$ cat config.mk
export PLATFORM = sky130hd
export DESIGN_NAME = univ_shift_reg_flat
export DESIGN_NICKNAME = d
export VERILOG_FILES = /design/src/rtl/univ_shift_reg_if.sv /design/src/rtl/univ_shift_reg.sv /design/src/flat_wrapper.sv
export SDC_FILE = /design/constraint.sdc
export NUM_CORES = 1
export LEC_CHECK = 0
export BUFFER_PORTS_ARGS = -buffer_cell sky130_fd_sc_hd__buf_4
export CELL_PAD_IN_SITES_DETAIL_PLACEMENT = 1
export CELL_PAD_IN_SITES_GLOBAL_PLACEMENT = 2
export CORE_MARGIN = 2
export CORE_UTILIZATION = 29
export CTS_CLUSTER_SIZE = 10
export DETAILED_ROUTE_END_ITERATION = 12
export PLACE_DENSITY = 0.83
export SKIP_LAST_GASP = 1
export SYNTH_ARGS = -nofsm -noshare
export SYNTH_HDL_FRONTEND = slang
export SYNTH_SLANG_ARGS = --single-unit
$ cat constraint.sdc
create_clock -name CLK -period 1.55 [get_ports CLK]
set_input_delay 0.465 -clock CLK [delete_from_list [all_inputs] [get_ports CLK]]
set_output_delay 0.465 -clock CLK [all_outputs]
set_load 0.02 [all_outputs]
$ cat src/rtl/univ_shift_reg_if.sv
// Bus bundle for univ_shift_reg: control/data inputs from the master, register
// contents and burst status back from the shifter.
interface univ_shift_reg_if #(
    parameter int WIDTH = 8,
    parameter int CW    = 4
);
    logic             EN;
    logic [2:0]       MODE;
    logic [WIDTH-1:0] D;
    logic             SIL;
    logic             SIR;
    logic             START;
    logic [CW-1:0]    COUNT;
    logic [WIDTH-1:0] Q;
    logic             SO_L;
    logic             SO_R;
    logic             BUSY;
    logic             DONE;

    modport master (
        output EN, MODE, D, SIL, SIR, START, COUNT,
        input  Q, SO_L, SO_R, BUSY, DONE
    );

    modport slave (
        input  EN, MODE, D, SIL, SIR, START, COUNT,
        output Q, SO_L, SO_R, BUSY, DONE
    );
endinterface

$ cat src/rtl/univ_shift_reg.sv
// General-purpose WIDTH-bit register/shifter with single-step modes and a
// counted burst-shift engine reporting BUSY/DONE.
//
// state   | meaning
// S_IDLE  | MODE applied once per enabled edge; START with a shift mode opens a burst
// S_BURST | latched mode applied once per enabled edge until the step count expires
module univ_shift_reg #(
    parameter int               WIDTH = 8,
    parameter int               CW    = 4,
    parameter logic [WIDTH-1:0] INIT  = '0
) (
    input  logic            CLK,
    input  logic            RST_N,
    univ_shift_reg_if.slave bus
);

    typedef enum logic {
        S_IDLE  = 1'b0,
        S_BURST = 1'b1
    } state_t;

    state_t           state_q, state_d;
    logic [WIDTH-1:0] q_q, q_d;
    logic [2:0]       mode_q, mode_d;
    logic [CW-1:0]    cnt_q, cnt_d;
    logic             busy_q, busy_d;
    logic             done_q, done_d;
    logic             cnt_last;

    function automatic logic [WIDTH-1:0] apply_mode(
        input logic [2:0]       m,
        input logic [WIDTH-1:0] q,
        input logic [WIDTH-1:0] d,
        input logic             sil,
        input logic             sir
    );
        case (m)
            3'b000:  return q;
            3'b001:  return d;
            3'b010:  return {q[WIDTH-2:0], sir};
            3'b011:  return {sil, q[WIDTH-1:1]};
            3'b100:  return {q[WIDTH-2:0], q[WIDTH-1]};
            3'b101:  return {q[0], q[WIDTH-1:1]};
            3'b110:  return {q[WIDTH-1], q[WIDTH-1:1]};
            default: return '0;
        endcase
    endfunction

    function automatic logic is_shift(input logic [2:0] m);
        return (m >= 3'b010) && (m <= 3'b110);
    endfunction

    // A zero-count burst still spends one enabled edge in S_BURST before DONE.
    assign cnt_last = (cnt_q == '0) || (cnt_q == CW'(1));

    always_comb begin
        state_d = state_q;
        q_d     = q_q;
        mode_d  = mode_q;
        cnt_d   = cnt_q;
        busy_d  = busy_q;
        done_d  = 1'b0;
        case (state_q)
            S_IDLE: begin
                if (bus.EN) begin
                    if (bus.START && is_shift(bus.MODE)) begin
                        state_d = S_BURST;
                        mode_d  = bus.MODE;
                        cnt_d   = bus.COUNT;
                        busy_d  = 1'b1;
                    end else begin
                        q_d = apply_mode(bus.MODE, q_q, bus.D, bus.SIL, bus.SIR);
                    end
                end
            end
            S_BURST: begin
                if (bus.EN) begin
                    if (cnt_q != '0) begin
                        q_d   = apply_mode(mode_q, q_q, bus.D, bus.SIL, bus.SIR);
                        cnt_d = cnt_q - 1'b1;
                    end
                    if (cnt_last) begin
                        state_d = S_IDLE;
                        busy_d  = 1'b0;
                        done_d  = 1'b1;
                    end
                end
            end
            default: state_d = S_IDLE;
        endcase
    end

    always_ff @(posedge CLK or negedge RST_N) begin
        if (!RST_N) begin
            state_q <= S_IDLE;
            q_q     <= INIT;
            mode_q  <= '0;
            cnt_q   <= '0;
            busy_q  <= 1'b0;
            done_q  <= 1'b0;
        end else begin
            state_q <= state_d;
            q_q     <= q_d;
            mode_q  <= mode_d;
            cnt_q   <= cnt_d;
            busy_q  <= busy_d;
            done_q  <= done_d;
        end
    end

    assign bus.Q    = q_q;
    assign bus.SO_L = q_q[WIDTH-1];
    assign bus.SO_R = q_q[0];
    assign bus.BUSY = busy_q;
    assign bus.DONE = done_q;

endmodule

$ cat src/flat_wrapper.sv
// flat-port wrapper written by rule: the top's interface ports become plain ports
module univ_shift_reg_flat 
#(
    parameter int               WIDTH = 8,
    parameter int               CW    = 4,
    parameter logic [WIDTH-1:0] INIT  = '0
)
  (CLK, RST_N, bus_EN, bus_MODE, bus_D, bus_SIL, bus_SIR, bus_START, bus_COUNT, bus_Q, bus_SO_L, bus_SO_R, bus_BUSY, bus_DONE);
  univ_shift_reg_if #(.WIDTH(WIDTH), .CW(CW)) bus_i ();
  input  logic CLK;
  input  logic RST_N;
  input wire logic [$bits(bus_i.EN)-1:0] bus_EN;
  input wire logic [$bits(bus_i.MODE)-1:0] bus_MODE;
  input wire logic [$bits(bus_i.D)-1:0] bus_D;
  input wire logic [$bits(bus_i.SIL)-1:0] bus_SIL;
  input wire logic [$bits(bus_i.SIR)-1:0] bus_SIR;
  input wire logic [$bits(bus_i.START)-1:0] bus_START;
  input wire logic [$bits(bus_i.COUNT)-1:0] bus_COUNT;
  output wire logic [$bits(bus_i.Q)-1:0] bus_Q;
  output wire logic [$bits(bus_i.SO_L)-1:0] bus_SO_L;
  output wire logic [$bits(bus_i.SO_R)-1:0] bus_SO_R;
  output wire logic [$bits(bus_i.BUSY)-1:0] bus_BUSY;
  output wire logic [$bits(bus_i.DONE)-1:0] bus_DONE;
  assign bus_i.EN = bus_EN;
  assign bus_i.MODE = bus_MODE;
  assign bus_i.D = bus_D;
  assign bus_i.SIL = bus_SIL;
  assign bus_i.SIR = bus_SIR;
  assign bus_i.START = bus_START;
  assign bus_i.COUNT = bus_COUNT;
  assign bus_Q = bus_i.Q;
  assign bus_SO_L = bus_i.SO_L;
  assign bus_SO_R = bus_i.SO_R;
  assign bus_BUSY = bus_i.BUSY;
  assign bus_DONE = bus_i.DONE;
  univ_shift_reg #(.WIDTH(WIDTH), .CW(CW), .INIT(INIT)) u_core (.CLK(CLK), .RST_N(RST_N), .bus(bus_i));
endmodule
==> results.cfg, run 1 <==
[run_status]
status = complete, no violations

[floorplan]
start_util_pct = 30.1
fp.dieW_um = 77.0
die-area_um2 = 5930
core_area_um2 = 5140
rows = 26
die_h_um = 77.0
ios = 33

[cts]
cts_buffers = 3
cts_tree = done
clock_path_buffers = 2
path_clk_slew_ps = 80
cts_root_buffer = clkbuf_8
numClockSinks = 18
h-tree-depth = 1
clk_latency_ps = 260

[drt]
wl_per_cell_um = 16.3
drt_iter0_markers = 42
viasPerCell = 5.28
routed_wl_um = 5030
route.detailed.drc = 0
firstDrtPassIters = 4
ant_nets = 0
dr_total_vias = 1627

[place]
numPortBuffers = 32
place_congestion = 0.841
dp_hpwl_um = 3770
place_ws_ps = -279

[yosys]
synthTopCellsByArea = dfrtp_1 (29%), mux2i_1 (10%), a221oi_1 (6.2%)
synth_cell_types = 41
syn_nets = 203
synth_flop_cell = dfrtp_1
netlist_area_um2 = 1550
synth-seq-area-share_pct = 29.1
synth_edf_count = 0
async_flop_share_pct = 100
postSynthAreaPerCell_um2 = 8.64
netlist.area_leader.share_pct = 29.1
ys_ff_latch = 18
ys_warn_count = 0
synth_top_area_cell = dfrtp_1
syn_inst = 179

[power_and_ir_drop]
vdd_drop_max_mv = 0.648
p_leak_nw = 1.00
clockPowerShare_pct = 8.5
seqPwrFrac_pct = 25.3
intPower_mw = 2.54
swShare_pct = 45.8
total_power_mw = 4.69
powerDensity_nw_per_um2 = 2070
p_sw_mw = 2.15
p_comb_share_pct = 66.2

[timing]
period_share_pct = 98.8
fmax_mhz = 653
period_needed_ps = 1530
finalSetupTns_ps = 0
rsz0062_at_grt = yes
setup_violations = 0
slew_headroom_pct = 69.6
tightestPinTransition_ps = 454
maxSlewViolCount = 0
setup_slack_ps = 18.8
hold_viol = 0
finalClockSkew_ps = 6.67

[global_routing]
grt_max_degree = 19
grt_pass1_wl_um = 8470
grt_pass1_vias = 1706
grt_overflow = 0
antenna_found_initial = 0
grtUsageTotal_pct = 17.6

[setup_path]
critPathMaxFanout = 12
worstSetupEndpointType = register
critPathKind = in -> reg
cp.required_ps = 1690
r2r_cells = 7
critPathLaunch = bus_MODE[2]
cp-endpoint = u_core.bus.Q[5]
start_kind = input port
reg2reg_to = u_core.cnt_q[3]
regToRegSetupSlack_ps = 20
worstReg2RegStart = u_core.cnt_q[0]
worst_ep_arrival_time_ps = 1680

[min_path]
hold_path.class = in -> async

[final_layout]
drive_gt1_share_pct = 43.3
areaGrowthSynthToFinish_pct = 46.2
antenna_cells = 0
num-nets-final = 263

[flow_run]
drv_cap = 0
## power groups by stage
| stage | sequential (mW) | combinational, mW | clock, mW |
|---|---|---|---|
| after floorplan | 1.10 | 1.70 | 0 |
| after global placement | 1.15 | 2.67 | 0 |
| after detailed placement | 1.15 | 2.71 | 0 |
| after CTS | 1.16 | 2.87 | 0.401 |
| after global routing | 1.24 | 3.41 | 0.426 |
| final | 1.19 | 3.10 | 0.397 |
## synth_stat cells, types with 3 or more instances
library cell / n
nor2_1: 23
dfrtp_1: 18
mux2i_1: 16
nand2_1: 14
a221oi_1: 11
a21oi_1: 10
inv_1: 8
o221ai_1: 8
buf_2: 7
o21a_1: 7
a211oi_1: 5
o21ai_0: 4
xnor2_1: 4
a31oi_1: 3
buf_6: 3
ha_1: 3
nor2b_1: 3
## layer usage
| metal | global-route usage [%] | wire length (um) |
|---|---|---|
| met5 | 0 | 0 |
| met3 | 2.24 | 94 |
| met4 | 5.54 | 85 |
| met2 | 30.6 | 2590 |
| met1 | 22.6 | 2270 |
## cell type report
class | count | area [um^2]
Clock buffer | 4 | 55.1
Fill cell | 639 | 2880
Inverter | 9 | 33.8
Multi-Input combinational cell | 138 | 1070
Sequential cell | 18 | 454
Tap cell | 70 | 87.6
Timing Repair Buffer | 69 | 562
## cell families (layout without fill, tap and decap cells)
family / Yosys count / count (layout) / synth area share, %
compound gates: 58 / 58 / 28.6
xor+xnor: 4 / 4 / 2.27
fa+ha+maj: 3 / 3 / 2.43
buf+inv: 23 / 82 / 8.17
flops: 18 / 18 / 29.1
mux: 18 / 18 / 11.8
simple gates: 55 / 55 / 17.6
## placed cells by master (no fill, tap or decap), types with 3 or more instances in the layout
master and instances:
o21ai_0 4, inv_1 6, nor2_1 22, o221ai_1 6, a211oi_1 4, a21oi_1 8
a31oi_1 3, nand2_1 12, o21a_1 7, xnor2_1 4, buf_4 62, dfrtp_1 15
buf_6 5, a221oi_1 7, clkbuf_8 4, mux2i_1 16, a221oi_2 4, dfrtp_2 3
## critical path: stages
cell and delay, ps:
buf_4 150, or2_4 260, o21a_4 210, o21a_4 260, buf_4 150, o21a_1 170
## sequential cells by signal, indices dropped and copies added (netlist names)
signal           count
u_core.bus.DONE      1
u_core.bus.BUSY      1
u_core.state_q       1
u_core.mode_q        3
u_core.bus.Q         8
u_core.cnt_q         4
## worst min-delay path by stage
stage	endpoint	slack, ps	cells after the start
CTS	u_core.cnt_q[2]	70	1
detailed placement	u_core.cnt_q[2]	350	1
floorplan	u_core.bus.BUSY	170	0
finish	u_core.cnt_q[2]	60	1
global placement	u_core.cnt_q[2]	350	1
global route	u_core.cnt_q[2]	70	1
## metrics by stage
stage               cell area, um^2  hold WS (ps)  utilization (%)  instances
finish                         2260          61.1             44.0        308
floorplan                      1560           169                -        179
global route                   2260          66.2             44.0        308
CTS                            2160          70.5             42.0        305
global placement               2040           351             39.7        297
detailed placement             2040           351             39.7        297
## repair_timing
item | 4_1_cts | 5_1_grt
buffers inserted | 4 | 3
pin swaps | 7 | 5
setup endpoints to repair | 10 | 12
hold buffers | 0 | 0
endpoints found under the hold margin | 0 | 0
gates cloned | 0 | 0
gates resized for setup | 11 | 19
Power figures use the tool's default switching activity.
==> run 2, diff against run 1 <==
- GPL_TIMING_DRIVEN: unset -> 0
- SLEW_MARGIN: unset -> 20
==> results.cfg, run 2 (synthesis gave the netlist of run 1 again) <==
[run_status]
status = complete, but fails checks
violations = negative setup slack

[final_layout]
num-nets-final = 253
areaGrowthSynthToFinish_pct = 43.4
nFillCells = 624
largest_register_ffs = 8
final_cells = 298
finalInstanceArea_um2 = 2220
antenna_cells = 0
layout_commonest_cell = buf_4
drive_gt1_share_pct = 38.6
layout_common_cells = buf_4 (49), nor2_1 (21), mux2i_1 (16)

[global_routing]
grtUsageTotal_pct = 18.1
grt_pass1_vias = 1634
grt_max_degree = 19
antenna_found_initial = 0
grt_overflow = 0
grt_pass1_wl_um = 8690

[setup_path]
worstSetupEndpointType = register
cp.required_ps = 1750
start_kind = register
worst_ep_arrival_time_ps = 1830
cp-endpoint = u_core.bus.Q[5]
worstReg2RegStart = u_core.mode_q[1]
critPathMaxFanout = 10
critPathLaunch = u_core.mode_q[1]
r2r_cells = 5
reg2reg_to = u_core.bus.Q[5]
critPathKind = reg -> reg
regToRegSetupSlack_ps = -80

[timing]
maxSlewViolCount = 0
setup_violations = 9
period_share_pct = 105
tightestPinTransition_ps = 337
finalClockSkew_ps = 2.38
hold_viol = 0
rsz0062_at_grt = yes
fmax_mhz = 615
slew_headroom_pct = 77.5
setup_slack_ps = -75.9
holdWs_ps = 59.4
period_needed_ps = 1630

[floorplan]
ios = 33
fp.dieW_um = 77.0
die-area_um2 = 5930
die_h_um = 77.0
core_area_um2 = 5140
start_util_pct = 30.1
rows = 26

[place]
placed_area_um2 = 1870
dp_hpwl_um = 3680
placedCellCount = 279
numPortBuffers = 30
place_congestion = 0.780

[power_and_ir_drop]
vdd_drop_max_mv = 0.737
p_leak_nw = 0.960
powerDensity_nw_per_um2 = 2090
total_power_mw = 4.63

[drt]
firstDrtPassIters = 4
wl_per_cell_um = 18.1
route.detailed.drc = 0
routed_wl_um = 5410
drt_iter0_markers = 77
viasPerCell = 5.44
dr_total_vias = 1620
ant_nets = 0

[min_path]
hold_path.class = in -> async

[cts]
clk_latency_ps = 260
cts_buffers = 3
clock_path_buffers = 2
h-tree-depth = 1
path_clk_slew_ps = 70
cts_tree = done
numClockSinks = 18
cts_root_buffer = clkbuf_8
postCtsHoldBufs = 0

[flow_run]
drv_cap = 0
==> run 2: layer usage <==
metal | vias to the layer above | share of wire [%] | global-route usage, %
li1 | 769 | - | -
met1 | 812 | 45 | 24.3
met2 | 33 | 51 | 31.7
met3 | 6 | 3.0 | 1.88
met4 | 0 | 1.1 | 3.75
met5 | - | 0 | 0
==> run 2: layout make-up <==
class	instances	area (um^2)	area share [%]
Multi-Input combinational cell	138	1080	48.8
Sequential cell	18	454	20.5
Timing Repair Buffer	47	360	16.2
Buffer	12	140	6.32
Tap cell	70	87.6	3.95
Clock buffer	4	55.1	2.48
Inverter	9	38.8	1.75
==> run 2: per-stage QoR <==
step                worst slack (ps)  util, %  setup TNS [ps]
global route                    -139     43.2            -920
detailed placement              -594     36.4           -5190
finish                         -75.9     43.2            -198
floorplan                       -161        -           -1260
CTS                            -18.0     41.8           -79.6
global placement                -569     36.4           -4910
==> run 2: what timing repair did <==
action / 4_1_cts / 5_1_grt
buffers inserted: 9 / 7
endpoints found under the setup margin: 15 / 12
gates resized for setup: 39 / 5
gates cloned: 1 / 0
pin swaps: 8 / 6
==> run 2: how the worst min path moves through the flow <==
stage               startpoint         endpoint  slack, ps  cells past startpoint
floorplan                RST_N  u_core.bus.BUSY        170                      0
global placement         RST_N  u_core.cnt_q[2]        350                      1
detailed placement       RST_N  u_core.cnt_q[2]        350                      1
CTS                      RST_N  u_core.cnt_q[3]         70                      1
global route             RST_N  u_core.cnt_q[2]         80                      1
finish                   RST_N  u_core.cnt_q[2]         60                      1
==> run 2: critical path, stage by stage, from the launching register on <==
cell and delay [ps]:
dfrtp_2 470, buf_6 170, nor3b_4 320, a221oi_1 140, o221ai_1 280, o21a_1 170
==> run 2: power by group <==
group | internal [mW] | leakage (nW) | switching [mW] | total [mW]
sequential | 0.711 | 0.207 | 0.422 | 1.13
combinational | 1.54 | 0.724 | 1.56 | 3.10
clock | 0.226 | 0.0288 | 0.173 | 0.399
total | 2.48 | 0.960 | 2.15 | 4.63
==> run 3, diff against run 2 <==
- CTS_CLUSTER_DIAMETER: unset -> 100
- REMOVE_ABC_BUFFERS: unset -> 1
==> results.cfg, run 3 (synthesis gave the netlist of run 1 again) <==
[cts]
h-tree-depth = 1
numClockSinks = 18
cts_root_buffer = clkbuf_8
postCtsHoldBufs = 0
clock_path_buffers = 2
path_clk_slew_ps = 70
cts_tree = done
cts_buffers = 3
clk_latency_ps = 260

[timing]
rsz0062_at_grt = yes
slew_headroom_pct = 71.9
finalClockSkew_ps = 3.65
holdWs_ps = 65.2
setup_violations = 6
setup_slack_ps = -28.9
period_share_pct = 102
fmax_mhz = 633
tightestPinTransition_ps = 420
period_needed_ps = 1580
maxSlewViolCount = 0
hold_viol = 0

[place]
dp_hpwl_um = 3190
numPortBuffers = 32
placed_area_um2 = 1780
place_congestion = 0.762
placedCellCount = 267

[power_and_ir_drop]
total_power_mw = 4.51
p_comb_share_pct = 65.2
powerDensity_nw_per_um2 = 2160
vdd_drop_max_mv = 0.746
seqPwrFrac_pct = 26.1
swShare_pct = 46.2
p_sw_mw = 2.09
intPower_mw = 2.43
clockPowerShare_pct = 8.7
p_leak_nw = 0.894

[setup_path]
critPathMaxFanout = 10
start_kind = input port
r2r_cells = 5
critPathKind = in -> reg
worstReg2RegStart = u_core.mode_q[0]
cp.required_ps = 1690
reg2reg_to = u_core.bus.Q[5]
worstSetupEndpointType = register
worst_ep_arrival_time_ps = 1720
regToRegSetupSlack_ps = -20

[drt]
ant_nets = 0
wl_per_cell_um = 17.0
viasPerCell = 5.51
drt_iter0_markers = 109
dr_total_vias = 1581
routed_wl_um = 4880
route.detailed.drc = 0
firstDrtPassIters = 4

[run_status]
status = complete, but fails checks
violations = negative setup slack

[floorplan]
die-area_um2 = 5930
start_util_pct = 30.1
die_h_um = 77.0
core_area_um2 = 5140
fp.dieW_um = 77.0
ios = 33
rows = 26

[global_routing]
grt_overflow = 0
grt_max_degree = 19
antenna_found_initial = 0
grt_pass1_vias = 1599
grt_pass1_wl_um = 8100
grtUsageTotal_pct = 17.0

[final_layout]
final_cells = 287
layout_commonest_cell = buf_4
largest_register_ffs = 8
layout_common_cells = buf_4 (43), nor2_1 (21), mux2i_1 (16)
drive_gt1_share_pct = 37.3
antenna_cells = 0
finalInstanceArea_um2 = 2090
multi_input_area_um2 = 1060
areaGrowthSynthToFinish_pct = 35.1
seqCellArea_um2 = 458
nFillCells = 629
num-nets-final = 242

[min_path]
hold_path.class = in -> async

[flow_run]
drv_cap = 0
-- run 3: cell types whose count changed in the layout (fill, tap and decap cells not counted), moves of 2 or more --
cell,before,now
buf_4,49,43
buf_6,6,4
nor2_4,2,0
buf_8,3,0
nor2_2,0,2
-- run 3: layout make-up --
cell class | instances | area share, %
Timing Repair Buffer | 48 | 18.6
Multi-Input combinational cell | 138 | 51.0
Clock buffer | 4 | 2.63
Tap cell | 70 | 4.19
Inverter | 9 | 1.74
Sequential cell | 18 | 21.9
-- run 3: how the worst max path moves through the flow --
stage / start / to
2_1_floorplan: u_core.mode_q[0] / u_core.bus.Q[2]
3_3_place_gp: u_core.mode_q[0] / u_core.bus.Q[3]
3_5_place_dp: u_core.mode_q[0] / u_core.bus.Q[5]
4_1_cts: u_core.mode_q[0] / u_core.bus.Q[6]
5_1_grt: u_core.mode_q[2] / u_core.bus.Q[5]
6_report: bus_MODE[2] / u_core.bus.Q[7]
-- run 3: metal layers --
metal	part of all wire, %	wire, um	up-vias	global-route usage [%]
li1	-	-	748	-
met3	3.4	168	6	2.00
met2	50	2440	33	28.4
met5	0	0	-	0
met1	45	2200	794	23.0
met4	1.3	65	0	5.00
-- run 3: repair_timing --
action	4_1_cts	5_1_grt
pin swaps	7	4
endpoints found under the hold margin	0	0
setup buffers	13	3
resized for setup	26	11
setup endpoints to repair	12	12
-- run 3: stage by stage --
stage	util [%]	worst slack, ps	setup TNS (ps)
detailed placement	34.7	-623	-5180
CTS	39.5	-4.59	-9.53
finish	40.7	-28.9	-73.9
global placement	34.7	-606	-5050
global route	40.7	-95.9	-632
floorplan	-	-103	-648
-- run 3: power by group through the flow --
stage	Combinational [mW]	Clock, mW	Sequential (mW)
6_report	2.94	0.395	1.18
5_1_grt	3.23	0.432	1.23
4_1_cts	2.78	0.405	1.18
3_5_place_dp	2.19	0	1.23
2_1_floorplan	1.38	0	1.27
3_3_place_gp	2.15	0	1.22
-- run 3: worst max-delay path: stages --
cell and delay [ps]:
buf_4 160, or2_4 300, o21a_4 210, o21a_4 260, buf_6 140, a21oi_1 120, a31oi_1 50
